### config.mk
export PLATFORM = sky130hd
export DESIGN_NAME = ultrasonic_echo_responder
export DESIGN_NICKNAME = d
export VERILOG_FILES = /design/src/rtl/ultrasonic_echo_responder_pkg.sv /design/src/rtl/ultrasonic_echo_responder.sv
export SDC_FILE = /design/constraint.sdc
export NUM_CORES = 1
export LEC_CHECK = 0
export ABC_CLOCK_PERIOD_IN_PS = 7300
export CORE_MARGIN = 2
export CORE_UTILIZATION = 35
export DETAILED_ROUTE_END_ITERATION = 8
export REMOVE_ABC_BUFFERS = 1
export SYNTH_ARGS = -nofsm -noshare
export SYNTH_HDL_FRONTEND = slang
export SYNTH_SLANG_ARGS = --single-unit
### constraint.sdc
create_clock -name clk -period 7.3 [get_ports clk]
set_clock_uncertainty 0.05 [all_clocks]
set_input_delay 1.46 -clock clk [delete_from_list [all_inputs] [get_ports clk]]
set_output_delay 1.46 -clock clk [all_outputs]
set_load 0.02 [all_outputs]
### src/rtl/ultrasonic_echo_responder_pkg.sv
// Shared types and default timing constants for the ultrasonic echo responder.
// All times are in 1 us clock ticks.
package radar_pkg;

  typedef enum logic [2:0] {
    IDLE    = 3'd0,
    TRIG    = 3'd1,
    BURST   = 3'd2,
    ECHO    = 3'd3,
    HOLDOFF = 3'd4
  } state_t;

  typedef logic [17:0] width_t;

  localparam int DEFAULT_TRIG_MIN_US = 10;
  localparam int DEFAULT_BURST_US    = 200;
  localparam int DEFAULT_CM_TO_US    = 58;
  localparam int DEFAULT_MAX_CM      = 400;
  localparam int DEFAULT_TIMEOUT_US  = 38000;
  localparam int DEFAULT_HOLDOFF_US  = 10000;

  // Zero or beyond-range distances report the out-of-range timeout width.
  function automatic width_t echo_width(input logic [10:0] d, input int cm_to_us,
                                        input int max_cm, input int timeout_us);
    if (d == '0 || int'(d) > max_cm) return width_t'(timeout_us);
    return width_t'(d) * width_t'(cm_to_us);
  endfunction

endpackage

### src/rtl/ultrasonic_echo_responder.sv
// Emulates an HC-SR04 style sensor: validates a trigger pulse, waits out the
// burst, then returns an echo whose width encodes the requested distance.
module ultrasonic_echo_responder
  import radar_pkg::*;
#(
  parameter int TRIG_MIN_US = DEFAULT_TRIG_MIN_US,
  parameter int BURST_US    = DEFAULT_BURST_US,
  parameter int CM_TO_US    = DEFAULT_CM_TO_US,
  parameter int MAX_CM      = DEFAULT_MAX_CM,
  parameter int TIMEOUT_US  = DEFAULT_TIMEOUT_US,
  parameter int HOLDOFF_US  = DEFAULT_HOLDOFF_US
) (
  input  logic        clk,
  input  logic        rst_n,
  input  logic        trig,
  input  logic [10:0] distance_cm,
  output logic        echo,
  output logic        busy,
  output logic        short_trig,
  output logic [17:0] meas_width
);

  localparam width_t BURST_LOAD   = width_t'((BURST_US > 0) ? BURST_US - 1 : 0);
  localparam width_t HOLDOFF_LOAD = width_t'((HOLDOFF_US > 0) ? HOLDOFF_US - 1 : 0);

  state_t     state;
  logic       trig_q;
  logic [3:0] trig_cnt;
  width_t     timer;

  // The shared timer is loaded with (duration - 1) on entry so that each timed
  // state lasts exactly its duration and the exit happens when it reads zero.
  always_ff @(posedge clk) begin
    if (!rst_n) begin
      state      <= IDLE;
      trig_q     <= 1'b0;
      trig_cnt   <= '0;
      timer      <= '0;
      echo       <= 1'b0;
      busy       <= 1'b0;
      short_trig <= 1'b0;
      meas_width <= '0;
    end else begin
      trig_q     <= trig;
      short_trig <= 1'b0;
      case (state)
        IDLE: begin
          if (trig && !trig_q) begin
            state    <= TRIG;
            trig_cnt <= 4'd1;
            busy     <= 1'b1;
          end
        end
        TRIG: begin
          if (trig) begin
            if (trig_cnt != 4'd15) trig_cnt <= trig_cnt + 4'd1;
          end else if (int'(trig_cnt) >= TRIG_MIN_US) begin
            state      <= BURST;
            trig_cnt   <= '0;
            timer      <= BURST_LOAD;
            meas_width <= echo_width(distance_cm, CM_TO_US, MAX_CM, TIMEOUT_US);
          end else begin
            state      <= IDLE;
            trig_cnt   <= '0;
            busy       <= 1'b0;
            short_trig <= 1'b1;
          end
        end
        BURST: begin
          if (timer == '0) begin
            state <= ECHO;
            echo  <= 1'b1;
            timer <= (meas_width == '0) ? '0 : meas_width - width_t'(1);
          end else begin
            timer <= timer - width_t'(1);
          end
        end
        ECHO: begin
          if (timer == '0) begin
            state <= HOLDOFF;
            echo  <= 1'b0;
            timer <= HOLDOFF_LOAD;
          end else begin
            timer <= timer - width_t'(1);
          end
        end
        HOLDOFF: begin
          if (timer == '0) begin
            state <= IDLE;
            busy  <= 1'b0;
          end else begin
            timer <= timer - width_t'(1);
          end
        end
        default: begin
          state    <= IDLE;
          trig_cnt <= '0;
          timer    <= '0;
          echo     <= 1'b0;
          busy     <= 1'b0;
        end
      endcase
    end
  end

endmodule

After elaboration in Yosys (flattened, before gate mapping)

Index checks and enable logic that the tools add are counted.
Widths: inputs -> output; s select.

Flip-flop bits (word level): 47
Output and inout port bits: 21
Word-level logic and storage cells: 85

$add $sub $neg: 3
Multipliers: 1
Magnitude comparators: 2
Eq/ne operators: 14
Mux-type cells: 33
Bitwise logic cells: 7
Reduce and logical (&&, ||, !) cells: 17

Operators by type and width:

| cell                  | count |
|---|---|
| $mux 18               | 8 |
| $pmux 18 s5           | 1 |
| $logic_not 18->1      | 2 |
| $sub 18x1->18 const B | 2 |
| $mul 11x5->16 const B | 1 |
| $ne 2x2->1 const B    | 8 |
| $mux 3                | 5 |
| $pmux 3 s5            | 1 |
| $mux 4                | 3 |
| $pmux 4 s3            | 1 |
| $gt 11x9->1 const B   | 1 |
| $logic_not 11->1      | 1 |
| $mux 1                | 11 |
| $reduce_and 5->1      | 2 |
| $reduce_and 3->1      | 3 |
| $reduce_or 3->1       | 3 |
| $not 1->1             | 7 |
| $eq 3x2->1 const B    | 2 |
| $add 4x1->4 const B   | 1 |
| $ge 4x4->1 const B    | 1 |
| $ne 4x4->1 const B    | 1 |
| $pmux 1 s4            | 1 |
| $reduce_and 4->1      | 1 |
| $eq 3x1->1 const B    | 1 |
| 9 further kinds       | 9 |

Depth between registers and ports, before layout

Gate-level depths: netlist (run 1).

Word-level depth: 8
Mapped depth: 14

Worst setup path before layout (run 1)

OpenSTA, ideal clock, no wires.

Path kind: input -> register
From: in distance_cm[1]
To: reg meas_width[16]
Setup time: 0.087 ns
Arrival: 4.388 ns
Data required time: 7.163 ns
Setup slack: 2.775 ns
Stages on the path: 12
Cell sequence: inv_1 > fa_1 > inv_1 > ha_1 > fa_1 > ha_1 > a211oi_1 > o21ai_0 > a31oi_1 > o211ai_1 > and3_1 > o31ai_1

Longest elaborated chain between the ends: 8
Elaborated cells between the ends (all ways): 10

Ends and longest elaborated chain:

| what                                                  | RTL line                            | RTL |
|---|---|---|
| from (decl)                                           | ultrasonic_echo_responder.sv:16     | `input logic [10:0] distance_cm,` |
| branches (longest 7 deep; another with $mul 11x5->16) | n/a                                 |  |
| $mux 18 *                                             | ultrasonic_echo_responder_pkg.sv:26 | `return width_t'(d) * width_t'(cm_to_us);` |
| to (signal assigned)                                  | ultrasonic_echo_responder.sv:61     | `meas_width <= echo_width(distance_cm, CM_TO_US, MAX_CM, TIMEOUT_US);` |
| to (decl)                                             | ultrasonic_echo_responder.sv:20     | `output logic [17:0] meas_width` |

Every way passes the cells marked *. The select of a mux whose other input is x is not followed.
A chain may end at the register's enable or synchronous reset.

Worst setup path in the final report (run 1)

Ends and elaborated chain as after synthesis.

==> results of run 1 <==
==> state kept, by name, summed over array words and instances (netlist names) <==
| name | cells |
|---|---|
| busy | 1 |
| echo | 1 |
| meas_width | 16 |
| short_trig | 1 |
| state | 3 |
| timer | 18 |
| trig_cnt | 4 |
| trig_q | 1 |
==> worst max path at each step <==
stage | endpoint | slack, ns | cells past startpoint | from
3_3_place_gp | meas_width[16] | 1.94 | 13 | distance_cm[1]
4_1_cts | meas_width[16] | 2.09 | 13 | distance_cm[1]
3_5_place_dp | meas_width[16] | 1.79 | 13 | distance_cm[1]
5_1_grt | meas_width[16] | 1.90 | 13 | distance_cm[1]
2_1_floorplan | meas_width[16] | 2.77 | 12 | distance_cm[1]
6_report | meas_width[16] | 2.14 | 13 | distance_cm[1]
==> layer usage <==
metal	GRT usage	part of all wire	vias to the layer above
met5	0	0	-
met4	0.0358	0.010	0
met1	0.216	0.46	1787
met2	0.285	0.49	63
met3	0.0255	0.035	9
li1	-	-	1911
==> cell usage in the layout (no fill, tap or decap), types with 5 or more instances in the layout <==
| cell | n |
|---|---|
| o31ai_1 | 7 |
| nor3_1 | 17 |
| a32oi_1 | 6 |
| inv_1 | 55 |
| and2_1 | 5 |
| a22oi_1 | 6 |
| nor3b_1 | 5 |
| o21ai_0 | 36 |
| nand4_1 | 5 |
| nand2_1 | 41 |
| clkdlybuf4s50_1 | 32 |
| fa_1 | 17 |
| dfxtp_1 | 45 |
| clkbuf_16 | 5 |
| ha_1 | 49 |
| nand3_1 | 7 |
| o22ai_1 | 10 |
| a31oi_1 | 9 |
| a21oi_1 | 29 |
| xnor2_1 | 8 |
| xor2_1 | 12 |
| nand2b_1 | 7 |
| nor2b_1 | 13 |
| nor2_1 | 35 |
| o211ai_1 | 6 |
==> worst max-delay path, cell delays in order <==
cell             delay, ns
clkdlybuf4s50_1       0.57
inv_1                 0.11
fa_1                  0.54
inv_1                 0.04
ha_1                  0.30
fa_1                  0.47
ha_1                  0.39
a211oi_1              0.38
o21ai_0               0.19
a31oi_1               0.31
o211ai_1              0.16
and3_1                0.18
o31ai_1               0.21
==> area by class of cell <==
cell class | instances | area, sq um | area share
multi-input cells | 403 | 2990 | 0.624
flip-flops and latches | 45 | 901 | 0.188
repair buffers | 35 | 343 | 0.0715
inverters | 55 | 206 | 0.0430
well taps | 147 | 184 | 0.0384
clock buffers | 5 | 125 | 0.0261
clock inverters | 3 | 46.3 | 0.00965
==> synth_stat cells (3+ instances only) <==
| cell | n |
|---|---|
| a211oi_1 | 4 |
| a21boi_0 | 4 |
| a21o_1 | 3 |
| a21oi_1 | 29 |
| a22oi_1 | 6 |
| a31oi_1 | 9 |
| a32oi_1 | 6 |
| and2_1 | 5 |
| and3_1 | 4 |
| buf_2 | 3 |
| clkbuf_1 | 22 |
| dfxtp_1 | 45 |
| fa_1 | 17 |
| ha_1 | 49 |
| inv_1 | 55 |
| nand2_1 | 41 |
| nand2b_1 | 7 |
| nand3_1 | 7 |
| nand4_1 | 5 |
| nor2_1 | 35 |
| nor2b_1 | 13 |
| nor3_1 | 17 |
| nor3b_1 | 5 |
| nor4_1 | 3 |
| o211ai_1 | 6 |
| o21ai_0 | 36 |
| o21bai_1 | 4 |
| o22ai_1 | 10 |
| o31ai_1 | 7 |
| o41ai_1 | 3 |
| or2_2 | 4 |
| or4_1 | 3 |
| xnor2_1 | 8 |
| xor2_1 | 12 |
==> cell families (layout without fill, tap and decap cells) <==
group | Yosys count | after routing
XOR/XNOR | 20 | 20
adder cells (fa/ha/maj) | 66 | 66
flip-flops | 45 | 45
multiplexers | 3 | 3
AND/OR/NAND/NOR | 163 | 163
other | 1 | 2
buffers and inverters | 83 | 98
AO/OA/AOI/OAI | 149 | 149
==> where the power goes <==
part	switching (mW)	internal, mW	total (mW)
Clock	0.104	0.162	0.266
Sequential	0.00597	0.248	0.254
Combinational	0.167	0.125	0.292
==> per-stage QoR <==
| stage | power [mW] | utilization |
|---|---|---|
| detailed placement | 0.550 | 0.390 |
| global route | 0.867 | 0.404 |
| floorplan | 0.480 | - |
| CTS | 0.815 | 0.404 |
| global placement | 0.543 | 0.390 |
| finish | 0.812 | 0.404 |
==> summary.txt, run 1 <==
Power and ir drop
  • Power density relative to cell area: 169 nW/um^2
  • Worst ir drop on vdd: 77.5 uV
  • Leakage: 2.06 nW

Critical path
  • Endpoint of the worst register-to-register path: timer[5]
  • FF-to-FF Start: timer[0]
  • Required time of the worst setup path: 7.46 ns
  • Launching element type of the critical path: input pin
  • Crit path capture type: register
  • R2R cell count: 8
  • Crit path max fanout: 5
  • FF-to-FF setup slack: 3.78 ns
  • Worst Path Class, Setup: in2reg
  • Data arrival time of the worst path: 5.31 ns

Routing
  • Wire per inst: 15.0 microns
  • Length of the first detailed-routing pass in iterations: 4
  • Final Routed Wirelength: 10.4 mm
  • Iteration-0 DRC count of the detailed router: 276
  • Antenna violation net count after detailed routing: 0
  • Vias: 3770
  • Average vias per placed instance: 5.44
  • Number of remaining DRC errors: 0

Clock network
  • Post-CTS Setup Bufs: 0
  • Number of resized instances in the post-cts repair step: 0
  • H-tree depth: 2
  • Clock sinks: 45
  • Clock Latency Late Sink: 0.29 ns
  • Clock root buffer: clkbuf_16
  • Total CTS buffers: 5
  • Clock tree from TritonCTS: yes
  • CTS max path bufs: 2
  • Cts hold-fix bufs: 0
  • Clock Pin Slew Worst Setup and Hold Paths: 0.07 ns

Layout
  • Count of fill cells added during filler insertion: 1210
  • Layout cells sized above 1: 0.0440
  • Number of standard cells in the final layout excluding fillers: 693
  • Final Instance Area: 4800 sq um
  • Final-stage net count: 625
  • Area added between synthesis and finish: 13.9%
  • ANT cells: 0

STA
  • Relative slew margins: 0.290
  • Worst Tran Pin Value: 1.06 ns
  • Fin crit share: 0.706
  • RSZ-0062 raised after global routing: false
  • Count of endpoints failing setup in the final report: 0
  • Fmax achieved: 194 MHz
  • Final slew viol count: 0
  • Period minus WS final: 5.16 ns
  • Final hold slack: 0.438 ns
  • Sum of negative setup slack: 0 ns
  • Endpoints failing hold: 0
  • Final WS setup: 2.14 ns

Yosys
  • Combinational family with the most area after synthesis: compound AO/OA/AOI/OAI gates
  • Number of distinct library cells after synthesis: 65
  • Register bit count reported by yosys: 45
  • Mean area per synthesized cell: 7.95 sq um
  • Proportion of synthesized chip area in sequential cells: 0.214
  • Adder-cell share of the synthesized area: 0.226
  • Share of synthesized cell area in and, or, nand and nor gates: 0.201
  • Portion of synthesized cell area occupied by the leading cell type: 0.214
  • Fraction of synthesized area in multiplexers: 0.00832
  • Post-synth ARST share: 0
  • Cells after synthesis: 530
  • Count of flip-flops with a built-in enable after synthesis: 0
  • Primary FF master, synth: dfxtp_1
  • Compound-gate portion of the synthesized area: 0.231
  • Area share of xor/xnor cells in the synthesized design: 0.0416
  • Leading cell types by total area after synthesis: dfxtp_1, ha_1, fa_1, inv_1, o21ai_0
  • Top cell type by total area after synthesis: dfxtp_1
  • Mapped Area: 4210 sq um
  • Synthesis Warnings: 0

Worst hold path
  • Hold/Removal Path Class: reg2reg
  • Hold Path Stages: 2
  • Endpoint, Worst Hold: timer[15]
  • Origin of the worst min-delay path: timer[15]

Die
  • Initial standard-cell utilization of the core: 0.355
  • Width of the chip: 114 microns
  • Core ar.: 11900 sq um
  • Total die area: 12900 sq um
  • Die extent in y: 114 microns
  • Number of top-level pins: 35
  • Number of placement rows: 40

Placement
  • Post-place instance area: 4620 sq um
  • Number of buffer cells added on primary ports: 32
  • Routability congestion estimate from global placement: 0.843
  • Dpl cells: 685
  • Estimated wirelength of the detail-placed design: 8.07 mm
  • Pre-CTS worst setup slack: 1.79 ns

Global route
  • Antenna violations before repair: 0
  • Global-route wire length before repair: 17.5 mm
  • Congestion Overflow GR: 0
  • Pin count of the biggest net entering global routing: 51
  • Vias in the first global route: 3584
  • Global router's overall resource usage: 0.164

Flow run
  • Max-capacitance violation count: 0

Status
  • Outcome: complete, no violations
(Power assumes the default switching activity.)
==> run 2: changes to the inputs <==
Settings changed: ABC_CLOCK_PERIOD_IN_PS 7300 to 5100.
Clock period 7.3 ns to 5.1 ns, I/O delays scaled along.
==> summary.txt, run 2 (synthesis gave the netlist of run 1 again) <==
Critical path
  • FF-to-FF setup slack: 1.58 ns (-2.20 ns)
  • Crit-path max cell delay: 0.53 ns (-0.04 ns)
  • Data arrival time of the worst path: 4.82 ns (-0.49 ns)
  • Worst Path Class, Setup: in2reg
  • Standard cell with the maximum stage delay on the critical path: clkdlybuf4s50_1
  • Required time of the worst setup path: 5.27 ns (-2.19 ns)
  • Critical path, cell by cell: clkdlybuf4s50_1, inv_1, fa_1, inv_1, ha_1, fa_1, ha_1, a211oi_1, o21ai_0, a31oi_1, o211ai_1, and3_1, o31ai_1
  • Endpoint of the worst register-to-register path: timer[9]
  • Crit path max fanout: 5 (unchanged)
  • Launching element type of the critical path: input pin
  • R2R cell count: 8 (unchanged)
  • Crit path capture type: register
  • FF-to-FF Start: timer[0]

Die
  • Die extent in y: 114 microns (unchanged)
  • Number of placement rows: 40 (unchanged)
  • Total die area: 12900 sq um (unchanged)
  • Core ar.: 11900 sq um (unchanged)
  • Number of top-level pins: 35 (unchanged)
  • Initial standard-cell utilization of the core: 0.355 (unchanged)
  • Width of the chip: 114 microns (unchanged)

Routing
  • Number of remaining DRC errors: 0 (unchanged)
  • Vias: 3851 (+2.1%)
  • Length of the first detailed-routing pass in iterations: 5 (+1)
  • Wire per inst: 15.1 microns (about the same)
  • Final Routed Wirelength: 10.5 mm (+0.53%)
  • Average vias per placed instance: 5.53 (+1.7%)
  • Antenna violation net count after detailed routing: 0 (unchanged)
  • Iteration-0 DRC count of the detailed router: 332 (+20%)

Placement
  • Estimated wirelength of the detail-placed design: 8.13 mm (+0.72%)
  • Number of buffer cells added on primary ports: 32 (unchanged)
  • Pre-CTS worst setup slack: 0.146 ns (-1.65 ns)
  • Routability congestion estimate from global placement: 0.883 (+4.7%)

Clock network
  • Clock root buffer: clkbuf_16
  • Clock tree from TritonCTS: yes
  • Clock sinks: 45 (unchanged)
  • Post-CTS Setup Bufs: 0 (unchanged)
  • CTS max path bufs: 2 (unchanged)
  • Clock Latency Late Sink: 0.30 ns (about the same)
  • Number of resized instances in the post-cts repair step: 0 (unchanged)
  • Cts hold-fix bufs: 0 (unchanged)
  • H-tree depth: 2 (unchanged)
  • Clock Pin Slew Worst Setup and Hold Paths: 0.07 ns (about the same)
  • Total CTS buffers: 5 (unchanged)

Status
  • Outcome: complete, no violations

Power and ir drop
  • Leakage: 2.07 nW (+0.29%)
  • Worst ir drop on vdd: 112 uV (+44%)
  • Power density relative to cell area: 234 nW/um^2 (+38%)

Worst hold path
  • Hold/Removal Path Class: reg2reg
  • Origin of the worst min-delay path: timer[7]
  • Hold Path Stages: 2 (unchanged)
  • Endpoint, Worst Hold: timer[7]

STA
  • Worst Tran Pin Value: 0.949 ns (-0.114 ns)
  • RSZ-0062 raised after global routing: false
  • Final WS setup: 0.441 ns (-1.70 ns)
  • Count of endpoints failing setup in the final report: 0 (unchanged)
  • Sum of negative setup slack: 0 ns (unchanged)
  • Final slew viol count: 0 (unchanged)
  • Fmax achieved: 215 MHz
  • Period minus WS final: 4.66 ns
  • Fin crit share: 0.914
  • Relative slew margins: 0.362 (+0.0720)
  • Endpoints failing hold: 0 (unchanged)

Layout
  • Regs by FF count: timer (18), meas_width (16), trig_cnt (4)
  • Top reg by flops: timer
  • Post-route core utilization: 0.404 (about the same)
  • Layout cells sized above 1: 0.0492 (+0.00522)
  • Final-stage net count: 628 (+0.48%)
  • Flip-flop count of the largest register, all copies and words added: 18 (unchanged)
  • ANT cells: 0 (unchanged)
  • Most common cell after layout, fill and taps aside: inv_1
  • Most used cells in the layout excluding fill and tap cells: inv_1, ha_1, dfxtp_1
  • Area added between synthesis and finish: 13.9% (about the same)
  • Count of fill cells added during filler insertion: 1207 (-0.25%)

Global route
  • Vias in the first global route: 3659 (+2.1%)
  • Pin count of the biggest net entering global routing: 36 (-29%)
  • Global router's overall resource usage: 0.167 (+0.00268)
  • Congestion Overflow GR: 0 (unchanged)
  • Global-route wire length before repair: 17.9 mm (+2.4%)
  • Antenna violations before repair: 0 (unchanged)

Flow run
  • Max-capacitance violation count: 0 (unchanged)
## run 2: through the flow
stage          cell area (sq um)  power, mW  instances  hold WS [ns]
2_1_floorplan               4100      0.687        503         0.393
3_3_place_gp                4650      0.780        688         0.420
3_5_place_dp                4650      0.785        688         0.418
4_1_cts                     4800       1.13        696         0.428
5_1_grt                     4800       1.21        696         0.451
6_report                    4800       1.12        696         0.428
## run 2: area by class of cell
cell class / count / area (sq um) / share of cell area
clock inverters: 3 / 25.0 / 0.00522
flip-flops and latches: 45 / 901 / 0.188
repair buffers: 38 / 365 / 0.0762
multi-input cells: 403 / 2990 / 0.623
inverters: 55 / 206 / 0.0430
well taps: 147 / 184 / 0.0383
clock buffers: 5 / 125 / 0.0261
## run 2: critical path, delay by kind of cell
kind                       cells  cell delay [ns]
AOI/OAI and AO/OA              5             1.28
adders and majority gates      4             1.66
buffers and inverters          3             0.69
and+or+nand+nor                1             0.18
## run 2: where the power goes
| group | internal [mW] | switching, mW | total [mW] |
|---|---|---|---|
| clock | 0.185 | 0.155 | 0.340 |
| sequential | 0.355 | 0.00885 | 0.364 |
| combinational | 0.179 | 0.238 | 0.417 |
| total | 0.720 | 0.402 | 1.12 |
## run 2: how the worst max path moves through the flow
stage,start,to,slack (ns),depth (start not counted)
2_1_floorplan,distance_cm[1],meas_width[16],1.01,12
3_3_place_gp,distance_cm[2],meas_width[16],0.24,13
3_5_place_dp,distance_cm[2],meas_width[16],0.15,13
4_1_cts,distance_cm[2],meas_width[16],0.43,13
5_1_grt,distance_cm[2],meas_width[16],0.20,13
6_report,distance_cm[2],meas_width[16],0.44,13
## run 2: metal layers
| metal | GRT usage | part of all wire | up-vias |
|---|---|---|---|
| li1 | - | - | 1922 |
| met4 | 0.0512 | 0.017 | 0 |
| met3 | 0.0218 | 0.041 | 14 |
| met2 | 0.283 | 0.49 | 77 |
| met1 | 0.221 | 0.45 | 1838 |
| met5 | 0 | 0 | - |
==> run 3: changes to the inputs <==
Settings changed: CORE_MARGIN 2 to 3.
==> summary.txt, run 3 (synthesis gave the netlist of run 1 again) <==
Power and ir drop
  • Internal power summed over all cells: 0.717 mW (-0.43%)
  • Part of the power in registers: 0.328 (+0.003)
  • Switching fraction of total power: 0.354 (-0.00433)
  • Share of power burned in combinational logic: 0.377 (+0.005)
  • Total power: 1.11 mW (-1.1%)
  • Leakage: 2.06 nW (-0.42%)
  • Worst ir drop on vdd: 111 uV (-0.51%)
  • Power density relative to cell area: 232 nW/um^2 (-0.95%)
  • Power spent charging and discharging nets: 0.392 mW (-2.3%)
  • Clock group share of total power: 0.294 (-0.009)

Worst hold path
  • Origin of the worst min-delay path: timer[12]
  • Endpoint, Worst Hold: timer[12]
  • Hold Path Stages: 2 (unchanged)
  • Hold/Removal Path Class: reg2reg

Clock network
  • Number of resized instances in the post-cts repair step: 0 (unchanged)
  • Clock tree from TritonCTS: yes
  • H-tree depth: 2 (unchanged)
  • Clock Pin Slew Worst Setup and Hold Paths: 0.06 ns (about the same)
  • Post-CTS Setup Bufs: 0 (unchanged)
  • Clock Latency Late Sink: 0.29 ns (about the same)
  • Clock root buffer: clkbuf_16
  • Total CTS buffers: 5 (unchanged)
  • Clock sinks: 45 (unchanged)
  • Cts hold-fix bufs: 0 (unchanged)
  • CTS max path bufs: 2 (unchanged)

Global route
  • Congestion Overflow GR: 0 (unchanged)
  • Vias in the first global route: 3669 (+0.27%)
  • Antenna violations before repair: 0 (unchanged)
  • Global router's overall resource usage: 0.158 (-0.00876)
  • Pin count of the biggest net entering global routing: 36 (unchanged)
  • Global-route wire length before repair: 17.4 mm (-3.2%)

Layout
  • ANT cells: 0 (unchanged)
  • Final-stage net count: 628 (unchanged)
  • Count of fill cells added during filler insertion: 1145 (-5.1%)
  • Most used cells in the layout excluding fill and tap cells: inv_1, ha_1, dfxtp_1
  • Top reg by flops: timer
  • Flip-flop count of the largest register, all copies and words added: 18 (unchanged)
  • Most common cell after layout, fill and taps aside: inv_1
  • Post-route core utilization: 0.414 (+0.00972)
  • Area added between synthesis and finish: 13.7%
  • Layout cells sized above 1: 0.0492 (unchanged)
  • Number of standard cells in the final layout excluding fillers: 692 (-0.57%)
  • Regs by FF count: timer (18), meas_width (16), trig_cnt (4)

Placement
  • Estimated wirelength of the detail-placed design: 8.14 mm (+0.14%)
  • Number of buffer cells added on primary ports: 32 (unchanged)
  • Dpl cells: 684 (-0.58%)
  • Routability congestion estimate from global placement: 0.856 (-3.0%)

Routing
  • Vias: 3778 (-1.9%)
  • Final Routed Wirelength: 10.5 mm (+0.37%)
  • Length of the first detailed-routing pass in iterations: 4 (-1)
  • Antenna violation net count after detailed routing: 0 (unchanged)
  • Average vias per placed instance: 5.46 (-1.3%)
  • Iteration-0 DRC count of the detailed router: 211 (-36%)
  • Number of remaining DRC errors: 0 (unchanged)
  • Wire per inst: 15.2 microns (+0.95%)

Critical path
  • Crit path capture type: register
  • Required time of the worst setup path: 5.26 ns (about the same)
  • Launching element type of the critical path: input pin
  • R2R cell count: 8 (unchanged)
  • Data arrival time of the worst path: 4.81 ns (about the same)
  • FF-to-FF Start: timer[0]
  • Crit path max fanout: 7 (+2)
  • FF-to-FF setup slack: 1.62 ns (+0.04 ns)
  • Worst Path Class, Setup: in2reg
  • Endpoint of the worst register-to-register path: timer[4]

Die
  • Number of top-level pins: 35 (unchanged)
  • Width of the chip: 116 microns (+1.8%)
  • Total die area: 13400 sq um (+3.5%)
  • Die extent in y: 116 microns (+1.8%)
  • Initial standard-cell utilization of the core: 0.364 (+0.00910)
  • Number of placement rows: 39 (-2.5%)
  • Core ar.: 11600 sq um (-2.5%)

STA
  • Relative slew margins: 0.319 (-0.0429)
  • Final slew viol count: 0 (unchanged)
  • Fin crit share: 0.910 (-0.00349)
  • Worst Tran Pin Value: 1.02 ns (+0.0708 ns)
  • RSZ-0062 raised after global routing: false
  • Sum of negative setup slack: 0 ns (unchanged)
  • Final hold slack: 0.438 ns (+0.00969 ns)
  • Endpoints failing hold: 0 (unchanged)
  • Count of endpoints failing setup in the final report: 0 (unchanged)
  • Period minus WS final: 4.64 ns (-0.0178 ns)
  • Fmax achieved: 215 MHz (+0.38%)

Status
  • Outcome: complete, no violations

Flow run
  • Max-capacitance violation count: 0 (unchanged)
[run 3: cell types whose count changed in the layout (fill, tap and decap cells not counted), sizes merged]
cell / delta
inv: -2
clkinvlp: +2
[run 3: critical path, cell delays in order]
cell and delay, ns:
clkdlybuf4s50_1 0.53, inv_1 0.17, fa_1 0.56, inv_1 0.04, ha_1 0.27, inv_1 0.05
fa_1 0.49, inv_1 0.04, ha_1 0.35, a2111oi_0 0.49, o21a_1 0.26, o21bai_1 0.09
a21oi_1 0.23, nand4_1 0.13, o221ai_1 0.09
[run 3: power groups by stage]
stage | registers, mW | clock network [mW] | logic, mW
2_1_floorplan | 0.371 | 0 | 0.315
3_3_place_gp | 0.372 | 0 | 0.408
3_5_place_dp | 0.372 | 0 | 0.416
4_1_cts | 0.364 | 0.335 | 0.421
5_1_grt | 0.365 | 0.349 | 0.480
6_report | 0.364 | 0.326 | 0.419
[run 3: how the worst max path moves through the flow]
stage                        start        endpoint
floorplan           distance_cm[1]  meas_width[16]
global placement    distance_cm[2]  meas_width[16]
detailed placement  distance_cm[2]  meas_width[16]
CTS                 distance_cm[2]  meas_width[16]
global route        distance_cm[2]  meas_width[16]
finish              distance_cm[5]  meas_width[13]
[run 3: cell type report]
| type | count | area (sq um) | share of cell area |
|---|---|---|---|
| Clock buffer | 5 | 125 | 0.0261 |
| Multi-Input combinational cell | 403 | 2990 | 0.624 |
| Sequential cell | 45 | 901 | 0.188 |
| Tap cell | 143 | 179 | 0.0374 |
| Clock inverter | 3 | 22.5 | 0.00470 |
| Timing Repair Buffer | 38 | 365 | 0.0763 |
| Inverter | 55 | 206 | 0.0431 |
[run 3: stage by stage]
step           setup slack [ns]  area (sq um)
2_1_floorplan              1.01          4100
3_3_place_gp              0.246          4640
3_5_place_dp              0.152          4640
4_1_cts                   0.456          4790
5_1_grt                   0.198          4790
6_report                  0.459          4790
[run 3: metal layers]
metal  GRT usage  routed length (microns)
met4      0.0572                      174
met2       0.280                     5140
met3      0.0209                      331
met1       0.197                     4870
met5           0                        0
